==> src/rtl/rv32imf_pkg.sv <==
// Shared constants and bus payload types for the rv32imf interrupt source slice.
package rv32imf_pkg;

    localparam int unsigned CSR_MSIX_BIT = 3;
    localparam int unsigned CSR_MTIX_BIT = 7;
    localparam int unsigned CSR_MEIX_BIT = 11;

    localparam int unsigned IRQSRC_ADDR_W    = 8;
    localparam int unsigned IRQSRC_DATA_W    = 32;
    localparam int unsigned IRQSRC_FAST_BASE = 16;
    localparam int unsigned IRQSRC_FAST_NUM  = 16;

    localparam logic [IRQSRC_ADDR_W-1:0] IRQSRC_MSIP_OFF        = 8'h00;
    localparam logic [IRQSRC_ADDR_W-1:0] IRQSRC_MTIMECMP_LO_OFF = 8'h04;
    localparam logic [IRQSRC_ADDR_W-1:0] IRQSRC_MTIMECMP_HI_OFF = 8'h08;
    localparam logic [IRQSRC_ADDR_W-1:0] IRQSRC_MTIME_LO_OFF    = 8'h0C;
    localparam logic [IRQSRC_ADDR_W-1:0] IRQSRC_MTIME_HI_OFF    = 8'h10;
    localparam logic [IRQSRC_ADDR_W-1:0] IRQSRC_PRESCALE_OFF    = 8'h14;
    localparam logic [IRQSRC_ADDR_W-1:0] IRQSRC_FAST_PEND_OFF   = 8'h18;

    localparam logic [63:0] IRQSRC_MTIMECMP_RST = 64'hFFFF_FFFF_FFFF_FFFF;

    // One-cycle bus response payload.
    typedef struct packed {
        logic                     rvalid;
        logic                     err;
        logic [IRQSRC_DATA_W-1:0] rdata;
    } irqsrc_rsp_t;

endpackage

==> src/rtl/rv32imf_irq_source_if.sv <==
// Single-cycle register bus between the core side and the interrupt source.
interface rv32imf_irq_source_if;
    import rv32imf_pkg::*;

    logic                     req_i;
    logic                     we_i;
    logic [IRQSRC_ADDR_W-1:0] addr_i;
    logic [IRQSRC_DATA_W-1:0] wdata_i;
    logic                     gnt_o;
    logic                     rvalid_o;
    logic [IRQSRC_DATA_W-1:0] rdata_o;
    logic                     err_o;

    modport master (
        output req_i, we_i, addr_i, wdata_i,
        input  gnt_o, rvalid_o, rdata_o, err_o
    );

    modport slave (
        input  req_i, we_i, addr_i, wdata_i,
        output gnt_o, rvalid_o, rdata_o, err_o
    );

endinterface

==> src/rtl/rv32imf_irq_source_timer.sv <==
// Machine timer: prescaler, 64-bit mtime, mtimecmp and the registered MTI compare.
module rv32imf_irq_source_timer
    import rv32imf_pkg::*;
#(
    parameter int unsigned PRESCALE_W = 16
) (
    input  logic                  clk,
    input  logic                  rst_n,
    input  logic [31:0]           wdata_i,
    input  logic                  ld_cmp_lo_i,
    input  logic                  ld_cmp_hi_i,
    input  logic                  ld_time_lo_i,
    input  logic                  ld_time_hi_i,
    input  logic                  ld_prescale_i,
    output logic [63:0]           mtime_o,
    output logic [63:0]           mtimecmp_o,
    output logic [PRESCALE_W-1:0] prescale_o,
    output logic                  mti_o
);

    logic [PRESCALE_W-1:0] pcnt_q, pcnt_d;
    logic [PRESCALE_W-1:0] prescale_q, prescale_d;
    logic [63:0]           mtime_q, mtime_d;
    logic [63:0]           mtimecmp_q, mtimecmp_d;
    logic                  mti_q, mti_d;
    logic                  tick_c;
    logic                  ld_time_c;

    // A software load of mtime freezes both the increment and the prescaler for that cycle.
    always_comb begin
        tick_c     = (pcnt_q == prescale_q);
        ld_time_c  = ld_time_lo_i | ld_time_hi_i;
        prescale_d = prescale_q;
        pcnt_d     = pcnt_q;
        mtime_d    = mtime_q;
        mtimecmp_d = mtimecmp_q;

        if (ld_prescale_i) prescale_d = wdata_i[PRESCALE_W-1:0];
        if (ld_cmp_lo_i)   mtimecmp_d[31:0]  = wdata_i;
        if (ld_cmp_hi_i)   mtimecmp_d[63:32] = wdata_i;

        if (ld_time_c) begin
            if (ld_time_lo_i) mtime_d[31:0]  = wdata_i;
            if (ld_time_hi_i) mtime_d[63:32] = wdata_i;
        end else if (tick_c) begin
            mtime_d = mtime_q + 64'd1;
        end

        if (ld_prescale_i) begin
            pcnt_d = '0;
        end else if (!ld_time_c) begin
            pcnt_d = tick_c ? '0 : pcnt_q + PRESCALE_W'(1);
        end

        mti_d = (mtime_q >= mtimecmp_q);
    end

    always_ff @(posedge clk or negedge rst_n) begin
        if (!rst_n) begin
            pcnt_q     <= '0;
            prescale_q <= '0;
            mtime_q    <= '0;
            mtimecmp_q <= IRQSRC_MTIMECMP_RST;
            mti_q      <= 1'b0;
        end else begin
            pcnt_q     <= pcnt_d;
            prescale_q <= prescale_d;
            mtime_q    <= mtime_d;
            mtimecmp_q <= mtimecmp_d;
            mti_q      <= mti_d;
        end
    end

    assign mtime_o    = mtime_q;
    assign mtimecmp_o = mtimecmp_q;
    assign prescale_o = prescale_q;
    assign mti_o      = mti_q;

endmodule

==> src/rtl/rv32imf_irq_source.sv <==
// Interrupt source: register bus decode, MSIP, fast-interrupt pending bits,
// MEI synchroniser and the irq vector fed to the core's interrupt controller.
module rv32imf_irq_source
    import rv32imf_pkg::*;
#(
    parameter int unsigned PRESCALE_W = 16
) (
    input  logic                       clk,
    input  logic                       rst_n,
    rv32imf_irq_source_if.slave        bus,
    input  logic                       meip_i,
    input  logic [IRQSRC_FAST_NUM-1:0] irq_fast_i,
    output logic [31:0]                irq_o
);

    logic [IRQSRC_ADDR_W-1:0]   word_addr_c;
    logic                       wr_c;
    logic                       hit_c;
    logic [IRQSRC_DATA_W-1:0]   rd_data_c;
    logic                       ld_msip_c, ld_pend_c;
    logic                       ld_cmp_lo_c, ld_cmp_hi_c;
    logic                       ld_time_lo_c, ld_time_hi_c, ld_prescale_c;
    logic                       unused_addr;

    logic [63:0]                mtime;
    logic [63:0]                mtimecmp;
    logic [PRESCALE_W-1:0]      prescale;
    logic                       mti;

    logic                       msip_q, msip_d;
    logic [IRQSRC_FAST_NUM-1:0] fast_prev_q;
    logic [IRQSRC_FAST_NUM-1:0] pend_q, pend_d;
    logic                       mei_s1_q, mei_s_q;
    irqsrc_rsp_t                rsp_q, rsp_d;

    assign unused_addr = ^bus.addr_i[1:0];
    assign bus.gnt_o   = bus.req_i;
    assign word_addr_c = {bus.addr_i[IRQSRC_ADDR_W-1:2], 2'b00};
    assign wr_c        = bus.req_i & bus.we_i;

    rv32imf_irq_source_timer #(
        .PRESCALE_W (PRESCALE_W)
    ) u_timer (
        .clk           (clk),
        .rst_n         (rst_n),
        .wdata_i       (bus.wdata_i),
        .ld_cmp_lo_i   (ld_cmp_lo_c),
        .ld_cmp_hi_i   (ld_cmp_hi_c),
        .ld_time_lo_i  (ld_time_lo_c),
        .ld_time_hi_i  (ld_time_hi_c),
        .ld_prescale_i (ld_prescale_c),
        .mtime_o       (mtime),
        .mtimecmp_o    (mtimecmp),
        .prescale_o    (prescale),
        .mti_o         (mti)
    );

    // Register decode: read mux and write strobes.
    always_comb begin
        hit_c         = 1'b1;
        rd_data_c     = '0;
        ld_msip_c     = 1'b0;
        ld_pend_c     = 1'b0;
        ld_cmp_lo_c   = 1'b0;
        ld_cmp_hi_c   = 1'b0;
        ld_time_lo_c  = 1'b0;
        ld_time_hi_c  = 1'b0;
        ld_prescale_c = 1'b0;
        case (word_addr_c)
            IRQSRC_MSIP_OFF: begin
                rd_data_c = {31'b0, msip_q};
                ld_msip_c = wr_c;
            end
            IRQSRC_MTIMECMP_LO_OFF: begin
                rd_data_c   = mtimecmp[31:0];
                ld_cmp_lo_c = wr_c;
            end
            IRQSRC_MTIMECMP_HI_OFF: begin
                rd_data_c   = mtimecmp[63:32];
                ld_cmp_hi_c = wr_c;
            end
            IRQSRC_MTIME_LO_OFF: begin
                rd_data_c    = mtime[31:0];
                ld_time_lo_c = wr_c;
            end
            IRQSRC_MTIME_HI_OFF: begin
                rd_data_c    = mtime[63:32];
                ld_time_hi_c = wr_c;
            end
            IRQSRC_PRESCALE_OFF: begin
                rd_data_c     = 32'(prescale);
                ld_prescale_c = wr_c;
            end
            IRQSRC_FAST_PEND_OFF: begin
                rd_data_c = 32'(pend_q);
                ld_pend_c = wr_c;
            end
            default: hit_c = 1'b0;
        endcase
    end

    // A new rising edge outranks a simultaneous W1C on the same bit.
    always_comb begin
        msip_d = ld_msip_c ? bus.wdata_i[0] : msip_q;
        pend_d = (pend_q & ~(ld_pend_c ? bus.wdata_i[IRQSRC_FAST_NUM-1:0] : '0))
               | (irq_fast_i & ~fast_prev_q);
        rsp_d.rvalid = bus.req_i;
        rsp_d.err    = bus.req_i & ~hit_c;
        rsp_d.rdata  = (bus.req_i & ~bus.we_i) ? rd_data_c : '0;
    end

    always_ff @(posedge clk or negedge rst_n) begin
        if (!rst_n) begin
            msip_q      <= 1'b0;
            fast_prev_q <= '0;
            pend_q      <= '0;
            mei_s1_q    <= 1'b0;
            mei_s_q     <= 1'b0;
            rsp_q       <= '0;
        end else begin
            msip_q      <= msip_d;
            fast_prev_q <= irq_fast_i;
            pend_q      <= pend_d;
            mei_s1_q    <= meip_i;
            mei_s_q     <= mei_s1_q;
            rsp_q       <= rsp_d;
        end
    end

    assign bus.rvalid_o = rsp_q.rvalid;
    assign bus.rdata_o  = rsp_q.rdata;
    assign bus.err_o    = rsp_q.err;

    // irq vector is a pure wiring of flop outputs.
    always_comb begin
        irq_o                                           = '0;
        irq_o[CSR_MSIX_BIT]                             = msip_q;
        irq_o[CSR_MTIX_BIT]                             = mti;
        irq_o[CSR_MEIX_BIT]                             = mei_s_q;
        irq_o[IRQSRC_FAST_BASE +: IRQSRC_FAST_NUM]      = pend_q;
    end

endmodule

==> src/flat_wrapper.sv <==
// flat-port wrapper written by rule: the top's interface ports become plain ports
module rv32imf_irq_source_flat import rv32imf_pkg::*;
#(
    parameter int unsigned PRESCALE_W = 16
)
  (clk, rst_n, meip_i, irq_fast_i, irq_o, bus_req_i, bus_we_i, bus_addr_i, bus_wdata_i, bus_gnt_o, bus_rvalid_o, bus_rdata_o, bus_err_o);
  rv32imf_irq_source_if bus_i ();
  input  logic clk;
  input  logic rst_n;
  input  logic meip_i;
  input  logic [IRQSRC_FAST_NUM-1:0] irq_fast_i;
  output logic [31:0] irq_o;
  input wire logic [$bits(bus_i.req_i)-1:0] bus_req_i;
  input wire logic [$bits(bus_i.we_i)-1:0] bus_we_i;
  input wire logic [$bits(bus_i.addr_i)-1:0] bus_addr_i;
  input wire logic [$bits(bus_i.wdata_i)-1:0] bus_wdata_i;
  output wire logic [$bits(bus_i.gnt_o)-1:0] bus_gnt_o;
  output wire logic [$bits(bus_i.rvalid_o)-1:0] bus_rvalid_o;
  output wire logic [$bits(bus_i.rdata_o)-1:0] bus_rdata_o;
  output wire logic [$bits(bus_i.err_o)-1:0] bus_err_o;
  assign bus_i.req_i = bus_req_i;
  assign bus_i.we_i = bus_we_i;
  assign bus_i.addr_i = bus_addr_i;
  assign bus_i.wdata_i = bus_wdata_i;
  assign bus_gnt_o = bus_i.gnt_o;
  assign bus_rvalid_o = bus_i.rvalid_o;
  assign bus_rdata_o = bus_i.rdata_o;
  assign bus_err_o = bus_i.err_o;
  rv32imf_irq_source #(.PRESCALE_W(PRESCALE_W)) u_core (.clk(clk), .rst_n(rst_n), .bus(bus_i), .meip_i(meip_i), .irq_fast_i(irq_fast_i), .irq_o(irq_o));
endmodule
==> config.mk <==
export PLATFORM = sky130hd
export DESIGN_NAME = rv32imf_irq_source_flat
export DESIGN_NICKNAME = d
export VERILOG_FILES = /design/src/rtl/rv32imf_pkg.sv /design/src/rtl/rv32imf_irq_source_if.sv /design/src/rtl/rv32imf_irq_source_timer.sv /design/src/rtl/rv32imf_irq_source.sv /design/src/flat_wrapper.sv
export SDC_FILE = /design/constraint.sdc
export NUM_CORES = 1
export LEC_CHECK = 0
export ABC_CLOCK_PERIOD_IN_PS = 2610
export BUFFER_PORTS_ARGS = -buffer_cell sky130_fd_sc_hd__buf_2
export CELL_PAD_IN_SITES_DETAIL_PLACEMENT = 2
export CELL_PAD_IN_SITES_GLOBAL_PLACEMENT = 2
export CORE_MARGIN = 2
export CORE_UTILIZATION = 38
export DETAILED_ROUTE_END_ITERATION = 16
export PLACE_DENSITY = 0.88
export SLEW_MARGIN = 25
export SYNTH_ARGS = -nofsm -noshare
export SYNTH_HDL_FRONTEND = slang
export SYNTH_HIERARCHICAL = 1
export SYNTH_SLANG_ARGS = --single-unit
==> constraint.sdc <==
create_clock -name clk -period 2.61 [get_ports clk]
set_input_delay 0.261 -clock clk [delete_from_list [all_inputs] [get_ports clk]]
set_output_delay 0.261 -clock clk [all_outputs]
set_load 0.005 [all_outputs]
==> flow_summary.json <==
{
  "status": "finished, violations left",
  "violations": "setup timing",
  "clk_pin_slew_ps": 70,
  "slowest_delay_ps": 470,
  "regToRegEndpoint": "u_core/u_timer/mtime_o[56]$_DFFE_PN0P_",
  "postSynthCellCount": 1424,
  "clock_sinks": 230,
  "finalCritPeriodShare_pct": 108,
  "core_area_um2": 34500,
  "cts_made_buffers": 28,
  "synth_cell_types": 72,
  "grt_remaining_overflow": 0,
  "synth_warnings": 6,
  "rr_startpoint": "u_core/u_timer/pcnt_q[2]$_DFFE_PN0P_",
  "drt_pass1_iterations": 5,
  "finalSetupViolCount": 27,
  "hold_path.class": "in2reg",
  "worst_slew_pin_slew_ps": 686,
  "fmax_mhz": 355,
  "cap_violations": 0,
  "period_needed_ps": 2810,
  "min_path_cells": 3,
  "crit_required_ps": 3050,
  "fin_area_um2": 16900,
  "synth_top_flop_cell": "dfrtp_1",
  "drcViolationCount": 0,
  "ys_seq_area_share_pct": 44.1,
  "hold_viol_final": 0,
  "clk-insertion-delay-late_ps": 600,
  "clock_skew_ps": 36.9,
  "synthArstFlopShare_pct": 100,
  "r2r_slack_ps": -200,
  "worstSetupPathType": "reg2reg",
  "path_buf_inv": 4,
  "avgSynthCellArea_um2": 9.30,
  "power_frac_comb_pct": 19.9,
  "crit_top_cell": "buf_4",
  "die_w_um": 191,
  "instances_no_fill": 2152,
  "rsz0062_at_grt": "true",
  "grt_pass1_vias": 15274,
  "die_area_um2": 36300,
  "powerDensity_nw_per_um2": 640,
  "drt_wl_total_um": 67500,
  "grt_use_total_pct": 35.3,
  "final_nets": 1802,
  "rows": 68,
  "dp_cells": 2044,
  "hp-start": "bus_wdata_i[11]",
  "portBuffers": 112,
  "drtIter0Drc": 1300,
  "cts_root_buf": "clkbuf_16",
  "slew_headroom_pct": 54.3,
  "worst_setup_path_end_kind": "flop",
  "htree_levels": 1,
  "vias_per_cell": 6.44,
  "p_int_w": 0.00727,
  "num_vias": 13858,
  "crit_chain": "xor2_1 > nor4_2 > buf_4 > nand4_1 > buf_4 > clkbuf_16 > nor4_4 > buf_4 > xor2_1 > mux2_2",
  "cp.arrival_ps": 3260,
  "report.final.slew_viol_count": 0,
  "drive_gt1_share_pct": 27.8,
  "grt_pass1_wl_um": 96200,
  "critPathTopFamily": "simple AND/OR/NAND/NOR gates",
  "cts_tree": "done",
  "clkPwrFrac_pct": 38.8,
  "cp_slowest_cell": "dfrtp_2",
  "syn_area_um2": 13200,
  "clockBufferDepth": 3,
  "postRouteAntennaNets": 0,
  "min_to": "u_core/u_timer/mtimecmp_o[11]$_DFFE_PN1P_",
  "vdd_drop_max_v": 0.000618,
  "io_pins": 128,
  "fin_util_pct": 49.0,
  "synth_seq_cells": 230,
  "antenna_found_initial": 0,
  "sw_frac_of_total_pct": 32.7,
  "finalWeightedCongestion": 0.939,
  "dp_hpwl_um": 42100,
  "crit_fanout": 11,
  "leakagePower_nw": 7.60,
  "grt_max_degree": 69,
  "start_util_pct": 38.4,
  "wl_per_cell_um": 31.4,
  "insertedDiodeCount": 0,
  "pwr-share-seq_pct": 41.3,
  "fin_total_pwr_w": 0.0108,
  "area_delta_synth_final_pct": 27.5,
  "switchingPower_w": 0.00354,
  "r2r_cells": 10,
  "fin_ws_ps": -205,
  "die_h_um": 191,
  "start_kind": "flop",
  "post_dp_cell_area_um2": 15100,
  "synth_edf_count": 0
}
-- layout by cell type (no fill, tap or decap), types with 8 or more instances in the layout --
| master | count |
|---|---|
| o21ai_0 | 95 |
| a22oi_1 | 16 |
| xor2_1 | 28 |
| nor4_2 | 18 |
| xnor2_1 | 22 |
| dfstp_2 | 64 |
| nor2b_1 | 10 |
| buf_2 | 111 |
| and3_1 | 21 |
| and2_1 | 10 |
| nand4_1 | 42 |
| a22o_1 | 23 |
| buf_4 | 136 |
| nand3_1 | 45 |
| clkbuf_16 | 29 |
| a222oi_1 | 19 |
| a31oi_1 | 20 |
| and4_1 | 14 |
| nor2_1 | 66 |
| a21o_1 | 12 |
| dfrtp_2 | 8 |
| conb_1 | 13 |
| dlygate4sd3_1 | 44 |
| mux2_2 | 34 |
| a21oi_1 | 67 |
| mux2i_1 | 15 |
| nor4_1 | 13 |
| inv_1 | 93 |
| dfrtp_1 | 158 |
| nand2_1 | 190 |
| ha_1 | 65 |
| o21ai_1 | 18 |
| nor3_1 | 22 |
-- worst reg2reg max path, stage by stage, from the launching register on --
cell and delay (ps):
dfrtp_2 470, xor2_1 220, nor4_2 310, buf_4 180, nand4_1 110, buf_4 200, clkbuf_16 200, nor4_4 390
buf_4 200, xor2_1 80, mux2_2 300
-- power by group through the flow --
stage          Sequential, W  Combinational, W  Clock, W
2_1_floorplan        0.00433          0.000987         0
3_3_place_gp         0.00439           0.00161         0
3_5_place_dp         0.00444           0.00181         0
4_1_cts              0.00441           0.00203   0.00422
5_1_grt              0.00448           0.00228   0.00437
6_report             0.00446           0.00215   0.00419
-- state kept, by name, summed over array words and instances (netlist names) --
| register | count |
|---|---|
| u_core/u_timer/mtime_o | 64 |
| u_core/bus.rvalid_o | 1 |
| u_core/bus.err_o | 1 |
| u_core/u_timer/pcnt_q | 16 |
| u_core/fast_prev_q | 16 |
| u_core/pend_q | 16 |
| u_core/u_timer/mtimecmp_o | 64 |
| u_core/u_timer/prescale_o | 16 |
| u_core/u_timer/mti_o | 1 |
| u_core/mei_s_q | 1 |
| u_core/msip_q | 1 |
| u_core/mei_s1_q | 1 |
| u_core/bus.rdata_o | 32 |
-- stage by stage --
stage	hold WS, ps	setup WS, ps	setup TNS (ps)
after floorplan	-34.6	6.33	0
after global placement	262	3.90	0
after detailed placement	274	-221	-649
after CTS	3.93	6.91	0
after global routing	16.8	-194	-3690
final	22.6	-205	-1600
-- layout make-up --
class / instances / area [µm²]
Timing Repair Buffer: 300 / 2180
Multi-Input combinational cell: 1022 / 6980
Sequential cell: 230 / 5850
Tap cell: 455 / 569
Fill cell: 3621 / 17600
Clock inverter: 13 / 156
Inverter: 93 / 349
Clock buffer: 39 / 802
-- cell usage after synthesis (9+ instances only) --
| cell type | instances | area, µm² |
|---|---|---|
| nor2_1 | 68 | 255 |
| mux2i_1 | 16 | 160 |
| buf_4 | 19 | 143 |
| nor4_2 | 9 | 113 |
| dfstp_2 | 64 | 1680 |
| clkbuf_1 | 55 | 206 |
| a22o_1 | 23 | 201 |
| and4_1 | 15 | 131 |
| a21oi_1 | 70 | 350 |
| mux2_2 | 34 | 383 |
| dfrtp_1 | 166 | 4150 |
| a22oi_1 | 16 | 120 |
| o21ai_0 | 98 | 490 |
| and3_1 | 23 | 144 |
| nor3_1 | 26 | 130 |
| nand2_1 | 190 | 713 |
| buf_2 | 10 | 50.1 |
| xnor2_1 | 22 | 193 |
| nand4_1 | 42 | 263 |
| o21ai_1 | 15 | 75.1 |
| nor4_1 | 29 | 181 |
| xor2_1 | 28 | 245 |
| a21o_1 | 12 | 90.1 |
| ha_1 | 66 | 826 |
| inv_1 | 93 | 349 |
| nor2b_1 | 10 | 62.6 |
| nand3_1 | 47 | 235 |
| a222oi_1 | 19 | 190 |
| and2_1 | 10 | 62.6 |
| a31oi_1 | 20 | 125 |
-- worst max path at each step --
stage	slack [ps]	from	endpoint	cells past startpoint
global route	-190	u_core/u_timer/pcnt_q[5]$_DFFE_PN0P_	u_core/u_timer/mtime_o[56]$_DFFE_PN0P_	9
finish	-200	u_core/u_timer/pcnt_q[2]$_DFFE_PN0P_	u_core/u_timer/mtime_o[56]$_DFFE_PN0P_	10
detailed placement	-220	u_core/u_timer/pcnt_q[2]$_DFFE_PN0P_	u_core/u_timer/mtime_o[17]$_DFFE_PN0P_	8
global placement	4	u_core/u_timer/mtime_o[0]$_DFFE_PN0P_	u_core/u_timer/mtime_o[52]$_DFFE_PN0P_	8
floorplan	6	bus_addr_i[2]	u_core/u_timer/pcnt_q[11]$_DFFE_PN0P_	10
CTS	7	u_core/u_timer/pcnt_q[0]$_DFFE_PN0P_	u_core/u_timer/mtime_o[17]$_DFFE_PN0P_	8
-- cell families after synthesis --
kind of cell / Yosys count / synth area share (%)
and+or+nand+nor: 510 / 20.0
xor gates and xnor gates: 50 / 3.31
buffers and inverters: 184 / 5.85
muxes: 50 / 4.10
other: 1 / 0.0283
AOI/OAI and AO/OA: 333 / 16.4
adders and majority gates: 66 / 6.24
DFF: 230 / 44.1
-- layer usage --
layer	routed length [µm]	GRT usage, %	share of wire, %	up-vias
met5	0	0	0	-
met4	4570	22.4	6.8	0
met3	4620	5.76	6.9	282
met2	33400	61.9	50	807
met1	24900	39.7	37	7143
li1	-	-	-	5626
-- what timing repair did --
item / 4_1_cts / 5_1_grt
hold buffers: 44 / 0
gates resized for setup: 17 / 39
cloned: 0 / 2
setup buffers: 4 / 6
setup endpoints to repair: 68 / 34
pin swaps: 5 / 8
hold endpoints to repair: 146 / 0
Power figures use the tool's default switching activity.
